$ cat config.mk
export PLATFORM = sky130hd
export DESIGN_NAME = irq_priority_controller_flat
export DESIGN_NICKNAME = d
export VERILOG_FILES = /design/src/rtl/irq_priority_controller_pkg.sv /design/src/rtl/irq_priority_controller_if.sv /design/src/rtl/irq_priority_controller_sync_edge.sv /design/src/rtl/irq_priority_controller.sv /design/src/flat_wrapper.sv
export SDC_FILE = /design/constraint.sdc
export NUM_CORES = 1
export LEC_CHECK = 0
export ABC_CLOCK_PERIOD_IN_PS = 2100
export BUFFER_PORTS_ARGS = -buffer_cell sky130_fd_sc_hd__buf_4
export CORE_ASPECT_RATIO = 1.25
export CORE_MARGIN = 8
export CORE_UTILIZATION = 55
export CTS_BUF_LIST = sky130_fd_sc_hd__clkbuf_16
export CTS_CLUSTER_DIAMETER = 100
export DETAILED_ROUTE_END_ITERATION = 10
export PLACE_DENSITY = 0.78
export SLEW_MARGIN = 15
export SYNTH_ARGS = -nofsm -noshare
export SYNTH_HDL_FRONTEND = slang
export SYNTH_SLANG_ARGS = --single-unit
$ cat constraint.sdc
create_clock -name CPUCLK_IN -period 2.1 [get_ports CPUCLK_IN]
set_input_delay 0.21 -clock CPUCLK_IN [delete_from_list [all_inputs] [get_ports CPUCLK_IN]]
set_output_delay 0.21 -clock CPUCLK_IN [all_outputs]
set_load 0.1 [all_outputs]
$ cat src/rtl/irq_priority_controller_pkg.sv
// Shared constants, IACK state encoding and the priority encoder helper
// for the 68000 interrupt controller.
package irq_ctrl_pkg;

    localparam logic [1:0] REG_ENABLE  = 2'd0;
    localparam logic [1:0] REG_MODE    = 2'd1;
    localparam logic [1:0] REG_PENDING = 2'd2;
    localparam logic [1:0] REG_STATUS  = 2'd3;

    localparam logic [2:0] FC_IACK = 3'b111;

    typedef enum logic [1:0] {
        IDLE,
        CHECK,
        ACK,
        SPUR
    } iack_state_e;

    // Bit i of act is level i+1; result is the highest active level, 0 if none.
    function automatic logic [2:0] highest_level(input logic [6:0] act);
        highest_level = 3'd0;
        for (int i = 0; i < 7; i++) begin
            if (act[i]) begin
                highest_level = 3'(i + 1);
            end
        end
    endfunction

endpackage

$ cat src/rtl/irq_priority_controller_if.sv
// CPU bus strobes, register access port and interrupt outputs of the controller.
interface irq_priority_controller_if;
    logic       AS_IN;
    logic       UDS_IN;
    logic       LDS_IN;
    logic [2:0] MPU_STATUS_CODE_IN;
    logic [2:0] ADDR_IN;
    logic       REG_CS_IN;
    logic       REG_WR_IN;
    logic [1:0] REG_ADDR_IN;
    logic [7:0] REG_WDATA_IN;
    logic [7:0] REG_RDATA;
    logic [2:0] INT_LEVEL;
    logic       INT_AUTOVEC_ACK;
    logic       INT_SPURIOUS;
    logic       IACK_STROBE;
    logic [2:0] IACK_LEVEL;

    modport master (
        output AS_IN, UDS_IN, LDS_IN, MPU_STATUS_CODE_IN, ADDR_IN,
        output REG_CS_IN, REG_WR_IN, REG_ADDR_IN, REG_WDATA_IN,
        input  REG_RDATA, INT_LEVEL, INT_AUTOVEC_ACK, INT_SPURIOUS,
        input  IACK_STROBE, IACK_LEVEL
    );

    modport slave (
        input  AS_IN, UDS_IN, LDS_IN, MPU_STATUS_CODE_IN, ADDR_IN,
        input  REG_CS_IN, REG_WR_IN, REG_ADDR_IN, REG_WDATA_IN,
        output REG_RDATA, INT_LEVEL, INT_AUTOVEC_ACK, INT_SPURIOUS,
        output IACK_STROBE, IACK_LEVEL
    );
endinterface

$ cat src/rtl/irq_priority_controller_sync_edge.sv
// Multi-flop synchroniser for one asynchronous request plus rising-edge detect
// on the synchronised value.
module irq_sync_edge #(
    parameter int SYNC_STAGES = 2
) (
    input  logic clk_i,
    input  logic run_ni,
    input  logic irq_i,
    output logic level_o,
    output logic rise_o
);

    logic [SYNC_STAGES-1:0] sync_q;
    logic                   hist_q;

    always_ff @(posedge clk_i) begin
        if (!run_ni) begin
            sync_q <= '0;
            hist_q <= 1'b0;
        end else begin
            sync_q <= {sync_q[SYNC_STAGES-2:0], irq_i};
            hist_q <= sync_q[SYNC_STAGES-1];
        end
    end

    // History follows the synced level every cycle regardless of MODE, so a
    // source switched to edge mode never sees a stale 0->1 transition.
    assign level_o = sync_q[SYNC_STAGES-1];
    assign rise_o  = sync_q[SYNC_STAGES-1] & ~hist_q;

endmodule

$ cat src/rtl/irq_priority_controller.sv
// Seven-source prioritised interrupt controller: pending/enable registers,
// registered IPL encoder and the IACK (autovector / spurious) sequencer.
module irq_priority_controller #(
    parameter int NUM_SRC     = 7,
    parameter int SYNC_STAGES = 2
) (
    input  logic               CPUCLK_IN,
    input  logic               RUN_IN,
    input  logic [NUM_SRC-1:0] IRQ_IN,
    irq_priority_controller_if.slave bus
);
    import irq_ctrl_pkg::*;

    logic [NUM_SRC-1:0] level_w;
    logic [NUM_SRC-1:0] rise_w;
    logic [NUM_SRC-1:0] enable_q;
    logic [NUM_SRC-1:0] mode_q;
    logic [NUM_SRC-1:0] pending_q;
    logic [NUM_SRC-1:0] pending_d;
    logic [NUM_SRC-1:0] active_w;
    logic [NUM_SRC-1:0] w1c_w;
    logic [NUM_SRC-1:0] clear_w;
    logic [6:0]         active7_w;
    logic [7:0]         act8_w;
    logic [7:0]         clr8_w;
    logic [7:0]         rdata_d;
    logic [7:0]         rdata_q;
    logic [2:0]         int_level_q;
    logic [2:0]         last_ack_q;
    logic [2:0]         iack_level_q;
    logic               avec_q;
    logic               spur_q;
    logic               strobe_q;
    logic               wr_en_w;
    logic               rd_en_w;
    logic               iack_cycle_w;
    logic               ack_hit_w;
    logic               unused_w;
    iack_state_e        state_q;

    genvar gi;
    generate
        for (gi = 0; gi < NUM_SRC; gi++) begin : g_src
            irq_sync_edge #(
                .SYNC_STAGES(SYNC_STAGES)
            ) u_sync (
                .clk_i  (CPUCLK_IN),
                .run_ni (RUN_IN),
                .irq_i  (IRQ_IN[gi]),
                .level_o(level_w[gi]),
                .rise_o (rise_w[gi])
            );

            // A new edge is ORed in after the clear, so set beats clear.
            assign pending_d[gi] = mode_q[gi]
                ? (rise_w[gi] | (pending_q[gi] & ~clear_w[gi]))
                : level_w[gi];
        end
    endgenerate

    assign wr_en_w      = bus.REG_CS_IN & bus.REG_WR_IN;
    assign rd_en_w      = bus.REG_CS_IN & ~bus.REG_WR_IN;
    assign active_w     = pending_q & enable_q;
    assign active7_w    = 7'(active_w);
    assign act8_w       = {active7_w, 1'b0};
    assign iack_cycle_w = bus.AS_IN & bus.UDS_IN & bus.LDS_IN
                        & (bus.MPU_STATUS_CODE_IN == FC_IACK);
    assign ack_hit_w    = (state_q == CHECK) && act8_w[bus.ADDR_IN];
    assign clr8_w       = ack_hit_w ? (8'd1 << bus.ADDR_IN) : 8'd0;
    assign w1c_w        = (wr_en_w && bus.REG_ADDR_IN == REG_PENDING)
                        ? bus.REG_WDATA_IN[NUM_SRC-1:0] : '0;
    assign clear_w      = w1c_w | clr8_w[NUM_SRC:1];
    assign unused_w     = ^{bus.REG_WDATA_IN, clr8_w};

    always_comb begin
        rdata_d = 8'd0;
        case (bus.REG_ADDR_IN)
            REG_ENABLE:  rdata_d = 8'(enable_q);
            REG_MODE:    rdata_d = 8'(mode_q);
            REG_PENDING: rdata_d = 8'(pending_q);
            default:     rdata_d = {1'b0, last_ack_q, 1'b0, int_level_q};
        endcase
    end

    always_ff @(posedge CPUCLK_IN) begin
        if (!RUN_IN) begin
            enable_q    <= '0;
            mode_q      <= '0;
            pending_q   <= '0;
            int_level_q <= 3'd0;
            rdata_q     <= 8'd0;
        end else begin
            pending_q   <= pending_d;
            int_level_q <= highest_level(active7_w);
            if (wr_en_w && bus.REG_ADDR_IN == REG_ENABLE) begin
                enable_q <= bus.REG_WDATA_IN[NUM_SRC-1:0];
            end
            if (wr_en_w && bus.REG_ADDR_IN == REG_MODE) begin
                mode_q <= bus.REG_WDATA_IN[NUM_SRC-1:0];
            end
            if (rd_en_w) begin
                rdata_q <= rdata_d;
            end
        end
    end

    always_ff @(posedge CPUCLK_IN) begin
        if (!RUN_IN) begin
            state_q      <= IDLE;
            avec_q       <= 1'b0;
            spur_q       <= 1'b0;
            strobe_q     <= 1'b0;
            iack_level_q <= 3'd0;
            last_ack_q   <= 3'd0;
        end else begin
            strobe_q <= 1'b0;
            case (state_q)
                IDLE: begin
                    if (iack_cycle_w) begin
                        state_q <= CHECK;
                    end
                end
                CHECK: begin
                    if (ack_hit_w) begin
                        state_q      <= ACK;
                        strobe_q     <= 1'b1;
                        avec_q       <= 1'b1;
                        iack_level_q <= bus.ADDR_IN;
                        last_ack_q   <= bus.ADDR_IN;
                    end else begin
                        state_q <= SPUR;
                        spur_q  <= 1'b1;
                    end
                end
                default: begin
                    if (!bus.AS_IN) begin
                        state_q <= IDLE;
                        avec_q  <= 1'b0;
                        spur_q  <= 1'b0;
                    end
                end
            endcase
        end
    end

    assign bus.REG_RDATA       = rdata_q;
    assign bus.INT_LEVEL       = int_level_q;
    assign bus.INT_AUTOVEC_ACK = avec_q;
    assign bus.INT_SPURIOUS    = spur_q;
    assign bus.IACK_STROBE     = strobe_q;
    assign bus.IACK_LEVEL      = iack_level_q;

endmodule

$ cat src/flat_wrapper.sv
// flat-port wrapper written by rule: the top's interface ports become plain ports
module irq_priority_controller_flat import irq_ctrl_pkg::*;
#(
    parameter int NUM_SRC     = 7,
    parameter int SYNC_STAGES = 2
)
  (CPUCLK_IN, RUN_IN, IRQ_IN, bus_AS_IN, bus_UDS_IN, bus_LDS_IN, bus_MPU_STATUS_CODE_IN, bus_ADDR_IN, bus_REG_CS_IN, bus_REG_WR_IN, bus_REG_ADDR_IN, bus_REG_WDATA_IN, bus_REG_RDATA, bus_INT_LEVEL, bus_INT_AUTOVEC_ACK, bus_INT_SPURIOUS, bus_IACK_STROBE, bus_IACK_LEVEL);
  irq_priority_controller_if bus_i ();
  input  logic CPUCLK_IN;
  input  logic RUN_IN;
  input  logic [NUM_SRC-1:0] IRQ_IN;
  input wire logic [$bits(bus_i.AS_IN)-1:0] bus_AS_IN;
  input wire logic [$bits(bus_i.UDS_IN)-1:0] bus_UDS_IN;
  input wire logic [$bits(bus_i.LDS_IN)-1:0] bus_LDS_IN;
  input wire logic [$bits(bus_i.MPU_STATUS_CODE_IN)-1:0] bus_MPU_STATUS_CODE_IN;
  input wire logic [$bits(bus_i.ADDR_IN)-1:0] bus_ADDR_IN;
  input wire logic [$bits(bus_i.REG_CS_IN)-1:0] bus_REG_CS_IN;
  input wire logic [$bits(bus_i.REG_WR_IN)-1:0] bus_REG_WR_IN;
  input wire logic [$bits(bus_i.REG_ADDR_IN)-1:0] bus_REG_ADDR_IN;
  input wire logic [$bits(bus_i.REG_WDATA_IN)-1:0] bus_REG_WDATA_IN;
  output wire logic [$bits(bus_i.REG_RDATA)-1:0] bus_REG_RDATA;
  output wire logic [$bits(bus_i.INT_LEVEL)-1:0] bus_INT_LEVEL;
  output wire logic [$bits(bus_i.INT_AUTOVEC_ACK)-1:0] bus_INT_AUTOVEC_ACK;
  output wire logic [$bits(bus_i.INT_SPURIOUS)-1:0] bus_INT_SPURIOUS;
  output wire logic [$bits(bus_i.IACK_STROBE)-1:0] bus_IACK_STROBE;
  output wire logic [$bits(bus_i.IACK_LEVEL)-1:0] bus_IACK_LEVEL;
  assign bus_i.AS_IN = bus_AS_IN;
  assign bus_i.UDS_IN = bus_UDS_IN;
  assign bus_i.LDS_IN = bus_LDS_IN;
  assign bus_i.MPU_STATUS_CODE_IN = bus_MPU_STATUS_CODE_IN;
  assign bus_i.ADDR_IN = bus_ADDR_IN;
  assign bus_i.REG_CS_IN = bus_REG_CS_IN;
  assign bus_i.REG_WR_IN = bus_REG_WR_IN;
  assign bus_i.REG_ADDR_IN = bus_REG_ADDR_IN;
  assign bus_i.REG_WDATA_IN = bus_REG_WDATA_IN;
  assign bus_REG_RDATA = bus_i.REG_RDATA;
  assign bus_INT_LEVEL = bus_i.INT_LEVEL;
  assign bus_INT_AUTOVEC_ACK = bus_i.INT_AUTOVEC_ACK;
  assign bus_INT_SPURIOUS = bus_i.INT_SPURIOUS;
  assign bus_IACK_STROBE = bus_i.IACK_STROBE;
  assign bus_IACK_LEVEL = bus_i.IACK_LEVEL;
  irq_priority_controller #(.NUM_SRC(NUM_SRC), .SYNC_STAGES(SYNC_STAGES)) u_core (.CPUCLK_IN(CPUCLK_IN), .RUN_IN(RUN_IN), .IRQ_IN(IRQ_IN), .bus(bus_i));
endmodule
After elaboration in Yosys (flattened, before gate mapping)
Cells that the tools add are included.
{"block": "totals", "ff_bits": 61, "input_bits": 30, "output_inout_bits": 17, "wordCells": 119}
{"block": "op_classes", "magnitude_cmp": 1, "n_eq_ne": 9, "shift": 1, "muxes": 29, "bitwise": 44, "reduce_logical": 11}
{"cell": "one-hot mux 7 bit (3 select lines)", "n": 1}
{"cell": "bitwise AND 1 bit", "n": 19}
{"cell": "NOT 1 bit", "n": 16}
{"cell": "two-way mux 1 bit", "n": 14}
{"cell": "two-way mux 3 bit", "n": 4}
{"cell": "two-way mux 2 bit", "n": 4}
{"cell": "two-way mux 8 bit", "n": 1}
{"cell": "<< shifter 1 x 3 -> 8 bit (first input constant)", "n": 1}
{"cell": "bitwise AND 7 bit", "n": 1}
{"cell": "two-way mux 7 bit", "n": 1}
{"cell": "bitwise OR 1 bit", "n": 7}
{"cell": "bitwise OR 7 bit", "n": 1}
{"cell": "!= test 2 x 1 -> 1 bit (second input constant)", "n": 3}
{"cell": "AND reduction 2 bit", "n": 3}
{"cell": "AND reduction 3 bit", "n": 2}
{"cell": "== test 2 x 1 -> 1 bit (second input constant)", "n": 2}
{"cell": "logical AND 1 bit", "n": 4}
{"cell": "logical NOT 2 bit", "n": 2}
{"cell": "< comparator 3 x 4 -> 1 bit (second input constant)", "n": 1}
{"cell": "one-hot mux 1 bit (2 select lines)", "n": 2}
{"cell": "one-hot mux 2 bit (2 select lines)", "n": 1}
{"cell": "binary-select mux 1 bit (select 3 bit)", "n": 1}
{"cell": "== test 3 bit (second input constant)", "n": 1}
{"cell": "!= test 3 x 1 -> 1 bit (second input constant)", "n": 1}
{"cell": "2 further kinds", "n": 2}

Logic depth before layout (Yosys ltp)
{"block": "logic_depth", "ltp_word": 10, "mapped_depth": 6, "ltp_nobuf": 5}

By module
A second synthesis with hierarchy kept.
{"block": "unflattened", "cells_unflattened": 252, "area_unflattened_um2": 2547.4}
{"mod": "irq_priority_controller", "n_inst": 1, "cells_each": 203, "area_each_um2": 1899.3, "seq_area_each_um2": 780.7}
{"mod": "irq_sync_edge", "n_inst": 7, "cells_each": 7, "area_each_um2": 92.6, "seq_area_each_um2": 60.1}

Worst setup path before layout
OpenSTA, ideal clock, no wires.
{"block": "synth_path", "path_type": "reg-to-reg", "from": "register u_core.bus.IACK_LEVEL[0] (netlist name)", "to": "register u_core.rdata_q[4], in the netlist u_core.bus.REG_RDATA[4]", "setup_time_ps": 70, "arrival_ps": 1484, "required_time_ps": 2030, "slack_ps": 545, "stages_incl_launch_ff": 4, "path_buffers": 0, "synth_period_minus_slack_ps": 1555, "cell_sequence": "dfxtp_1 -> mux4_2 -> nand2_1 -> a21oi_1"}
{"element": "end signal, assigned", "line_no": "irq_priority_controller.sv:102", "text": "rdata_q <= rdata_d;"}
{"element": "end, declared", "line_no": "irq_priority_controller.sv:27", "text": "logic [7:0] rdata_q;"}

Worst setup path in the final report
{"block": "layout_path", "from": "register u_core.pending_q[1]", "to": "register u_core.pending_q[2]"}
{"block": "layout_between", "elab_chain_len": 10}
{"element": "start, declared", "line_no": "irq_priority_controller.sv:18", "text": "logic [NUM_SRC-1:0] pending_q;"}
{"element": "start signal, assigned", "line_no": "irq_priority_controller.sv:93", "text": "pending_q <= pending_d;"}
{"element": "bitwise AND 7 bit", "line_no": "irq_priority_controller.sv:63", "text": "assign active_w = pending_q & enable_q;"}
{"element": "binary-select mux 1 bit (select 3 bit)", "line_no": "irq_priority_controller.sv:68", "text": "assign ack_hit_w = (state_q == CHECK) && act8_w[bus.ADDR_IN];"}
{"element": "two-way mux 1 bit (implied by the code)", "line_no": "irq_priority_controller.sv:68"}
{"element": "logical AND 1 bit", "line_no": "irq_priority_controller.sv:68"}
{"element": "two-way mux 8 bit", "line_no": "irq_priority_controller.sv:69", "text": "assign clr8_w = ack_hit_w ? (8'd1 << bus.ADDR_IN) : 8'd0;"}
{"element": "bitwise OR 7 bit", "line_no": "irq_priority_controller.sv:72", "text": "assign clear_w = w1c_w | clr8_w[NUM_SRC:1];"}
{"element": "NOT 1 bit", "line_no": "irq_priority_controller.sv:56", "text": "? (rise_w[gi] | (pending_q[gi] & ~clear_w[gi]))"}
{"element": "bitwise AND 1 bit", "line_no": "irq_priority_controller.sv:56"}
{"element": "bitwise OR 1 bit", "line_no": "irq_priority_controller.sv:56"}
{"element": "two-way mux 1 bit", "line_no": "irq_priority_controller.sv:56"}
No other way between the ends. The select of a mux whose other input is x is not followed.
A chain may end at the register's enable or synchronous reset.

==> results <==
- The run finished with clean final reports.
- The worst setup path is launched from a flip-flop.
- The most used flip-flop cell after synthesis is sky130_fd_sc_hd__dfxtp_1.
- The first global-routing pass estimated about 8.6 mm of wire.
- The worst hold path begins at IRQ_IN[5].
- The number of nets still failing antenna checks after routing is 0.
- Timing would allow up to roughly 610 MHz.
- The number of filler cells placed in the layout is 359.
- Measured along the x axis, the die boundary spans between 70 and 80 um.
- The post-synthesis instance area is 2387 um2.
- For this run, the detailed router's first-pass iteration total came to 4.
- The maximum clock insertion buffer count is 2.
- The sum of net half-perimeters after detailed placement is ~3.7 mm.
- Post-CTS repair changed the size of 0 cells.
- The clock tree synthesis step divided the H-tree into 3 levels.
- The critical path starts at u_core.pending_q[1].
- The fraction of the yosys area taken by sequential cells is between 50% and 60%.
- Post-CTS timing repair inserted 0 buffers for setup.
- The number of global-route vias before repair was 1846.
- The synthesized design contains 0 enable-type register cells.
- The met1 track utilization from global routing is 19.75%.
- Setup repair after global routing left no endpoint under its margin.
- In the global route stage, met3 resource usage came out at 7.000%.
- Setup violations remaining at the end of the flow were counted as 0.
- The required time at the endpoint of the critical path is 2.31 ns.
- The slew at the pin with the worst max-slew slack is 0.5476 ns.
- Relative to the synthesized area, the layout overhead comes to 27.52%.
- TritonCTS built the clock tree.
- The average vias per placed instance is 5.449.
- The tool flagged a number of max-cap violations equal to 0.
- The worst ir drop on vdd is 0.6689 mV.
- The proportion of layout cells with a drive suffix above 1 is 23.43%.
- The final hold violation count was 0.
- The congestion estimate from routability-driven global placement came to approximately 0.86.
- The number of pins exceeding their max-slew limit in the final report was 0.
- For the final routed database, the setup TNS stands at 0 ns.
- The critical path is of the flip-flop to flip-flop type.
- The synthesized instance count is 252.
- For this design, the sink count on the clock tree is 60.
- The total number of vias is between 1500 and 2000.
- Dividing the final minimum period by the clock period gives around 78%.
- The average routed wire per standard cell is 14.78 um.
- The leakage power total is between 1 and 1.5 nW.
- In this run the power density over the cells is 890.0 nW/um2.
- The total DRC errors in the routed layout is 0.
- The total grt overflow is 0.
- The total routed wirelength is 5.335 mm.
- Between clock sinks in the finished design, the worst skew comes to 0.005894 ns.
- Overall power consumption after layout is estimated at 2.709 mW.
- The count of cell types in the netlist is 36.
- The startpoint of the lowest-slack register-to-register path is u_core.pending_q[1].
- The boundary pin count is 47.
- The starting density of the core is 55.64%.
- The area of the core is between 4000 and 5000 um2.
- After clock tree synthesis, the clock-pin slew on the worst setup and hold paths is approximately 0.05 ns.
- After the first detailed-routing iteration, the DRC count stood at 129.
- The number of antenna diodes in the final layout is 0.
- In the synthesized netlist the async set-or-reset flop fraction comes to 0%.
- The signal arrival time at the worst endpoint is 1.84 ns.
- The number of clock buffers inserted by TritonCTS is 9.
- The synthesized flop and latch total is 60.
- The min-delay analysis places its worst path in the category input pin to flip-flop.
- The initial antenna violation count is 0.
- For the finished layout, the period the worst path requires is 1.632 ns.
- Global routing used 27.87% of the available met2 tracks.
- The count of buffers added on input and output ports is 44.
- The endpoint class of the critical path is a flip-flop.
- The die covers 6718 um2.
- The cts-stage hold buffer count is 0.
- Dividing the synthesized area by the synthesized cell count gives ~9.5 um2.
- The maximum net fanout on the critical path is 5.
- The clock latency of the later-clocked register in the worst-skew pair is 0.32 ns.
- The number of warnings issued by yosys is 0.
- The cell row count is 27.
- The most crowded layer after global routing is met2.
- The number of nets in the final layout is 329.
- The global-route usage over all layers is 17.50%.
- The maximum number of pins on one net before global-route repair is 35.
- Headroom to the max-slew limit came out at about 63%.
- The number of nets produced by synthesis is about 280.
- The tree is rooted in a sky130_fd_sc_hd__clkbuf_16.
- The floorplan step set the die height to 89.66 um.
-- layout by cell type, fill, tap and decap left out, drive strengths merged, types with 2 or more instances in the layout --
cell type	instances
dfxtp	60
buf	49
nand2	47
and2	22
a21oi	21
nand3	18
nor2	12
mux2i	10
clkbuf	9
mux4	6
nor2b	5
inv	4
o21ai	4
a221oi	4
a21o	4
nand2b	3
a31oi	3
a22o	3
nor4	3
clkinv	2
-- path summary, 6_finish.rpt --
kind / slack (ns) / cells past startpoint / endpoint
setup / recovery: 0.47 / 5 / u_core.pending_q[2]
hold / removal: 0.09 / 2 / u_core.g_src[5].u_sync.sync_q[0]
setup reg to reg: 0.47 / 5 / u_core.pending_q[2]
hold reg to reg: 0.43 / 1 / u_core.g_src[6].u_sync.sync_q[1]
-- synthesized netlist by cell type, types with 2 or more instances --
cell type / instances / area share, %
sky130_fd_sc_hd__mux2i_1: 10 / 4.2
sky130_fd_sc_hd__nand2_1: 47 / 7.4
sky130_fd_sc_hd__buf_2: 5 / 1.0
sky130_fd_sc_hd__a21oi_1: 21 / 4.4
sky130_fd_sc_hd__o21ai_0: 4 / 0.84
sky130_fd_sc_hd__a31oi_1: 3 / 0.79
sky130_fd_sc_hd__nand2b_1: 3 / 0.79
sky130_fd_sc_hd__nor2_1: 11 / 1.7
sky130_fd_sc_hd__nor4_4: 2 / 1.8
sky130_fd_sc_hd__clkbuf_1: 6 / 0.94
sky130_fd_sc_hd__mux4_2: 6 / 5.7
sky130_fd_sc_hd__nand3_1: 18 / 3.8
sky130_fd_sc_hd__dfxtp_1: 60 / 50
sky130_fd_sc_hd__a221oi_1: 4 / 1.5
sky130_fd_sc_hd__nor2b_1: 5 / 1.3
sky130_fd_sc_hd__and2_1: 22 / 5.8
sky130_fd_sc_hd__a21o_1: 4 / 1.3
sky130_fd_sc_hd__a22o_1: 3 / 1.1
-- power breakdown --
part | switching, mW | internal (mW) | total (mW) | leakage, nW
clock | 0.451 | 0.887 | 1.34 | 0.146
sequential | 0.0138 | 1.17 | 1.18 | 0.488
combinational | 0.109 | 0.0781 | 0.187 | 0.605
total | 0.573 | 2.14 | 2.71 | 1.24
-- layer usage --
| layer | vias up | part of all wire, % |
|---|---|---|
| met2 | 73 | 49 |
| met5 | - | 0 |
| met1 | 914 | 41 |
| met3 | 6 | 8.6 |
| met4 | 0 | 1.5 |
| li1 | 974 | - |
-- registers in the layout, summed over array words and instances, names as in the netlist --
register	flops
u_core.bus.REG_RDATA	7
u_core.bus.INT_LEVEL	3
u_core.bus.INT_SPURIOUS	1
u_core.pending_q	7
u_core.bus.IACK_STROBE	1
u_core.state_q	2
u_core.g_src.u_sync.sync_q	14
u_core.bus.INT_AUTOVEC_ACK	1
u_core.enable_q	7
u_core.mode_q	7
u_core.g_src.u_sync.hist_q	7
u_core.bus.IACK_LEVEL	3
-- stage by stage --
step	hold slack, ns	cell area (um2)	std cells	util [%]	setup slack, ns
2_1_floorplan	0.3373	2387	252	-	0.5453
3_3_place_gp	0.4135	2769	346	64.54	0.5072
3_5_place_dp	0.4207	2769	346	64.54	0.4777
4_1_cts	0.08040	3044	361	70.95	0.4608
5_1_grt	0.08343	3044	361	70.95	0.3706
6_report	0.09274	3044	361	70.95	0.4678
-- critical path: stages (launching register included) --
cell and delay (ns):
sky130_fd_sc_hd__dfxtp_1 0.35, sky130_fd_sc_hd__nand2_1 0.12, sky130_fd_sc_hd__o211a_1 0.26, sky130_fd_sc_hd__nor4_4 0.39, sky130_fd_sc_hd__nand3_1 0.15, sky130_fd_sc_hd__a22o_1 0.25
-- final cells by class --
| type | count | area [um2] | area share, % |
|---|---|---|---|
| flip-flops and latches | 60 | 1201 | 39.46 |
| multi-input cells | 178 | 1124 | 36.91 |
| repair buffers | 49 | 367.9 | 12.08 |
| clock buffers | 9 | 225.2 | 7.398 |
| well taps | 58 | 72.57 | 2.384 |
| clock inverters | 6 | 50.05 | 1.644 |
| inverters | 1 | 3.754 | 0.1233 |
-- kinds of logic after synthesis --
logic type,after synthesis,synth area share [%]
other cells,1,0.1571
flops,60,50.31
mux,16,9.853
simple gates,116,24.90
buf+inv,14,2.620
compound gates,45,12.16
(Power assumes the default switching activity.)
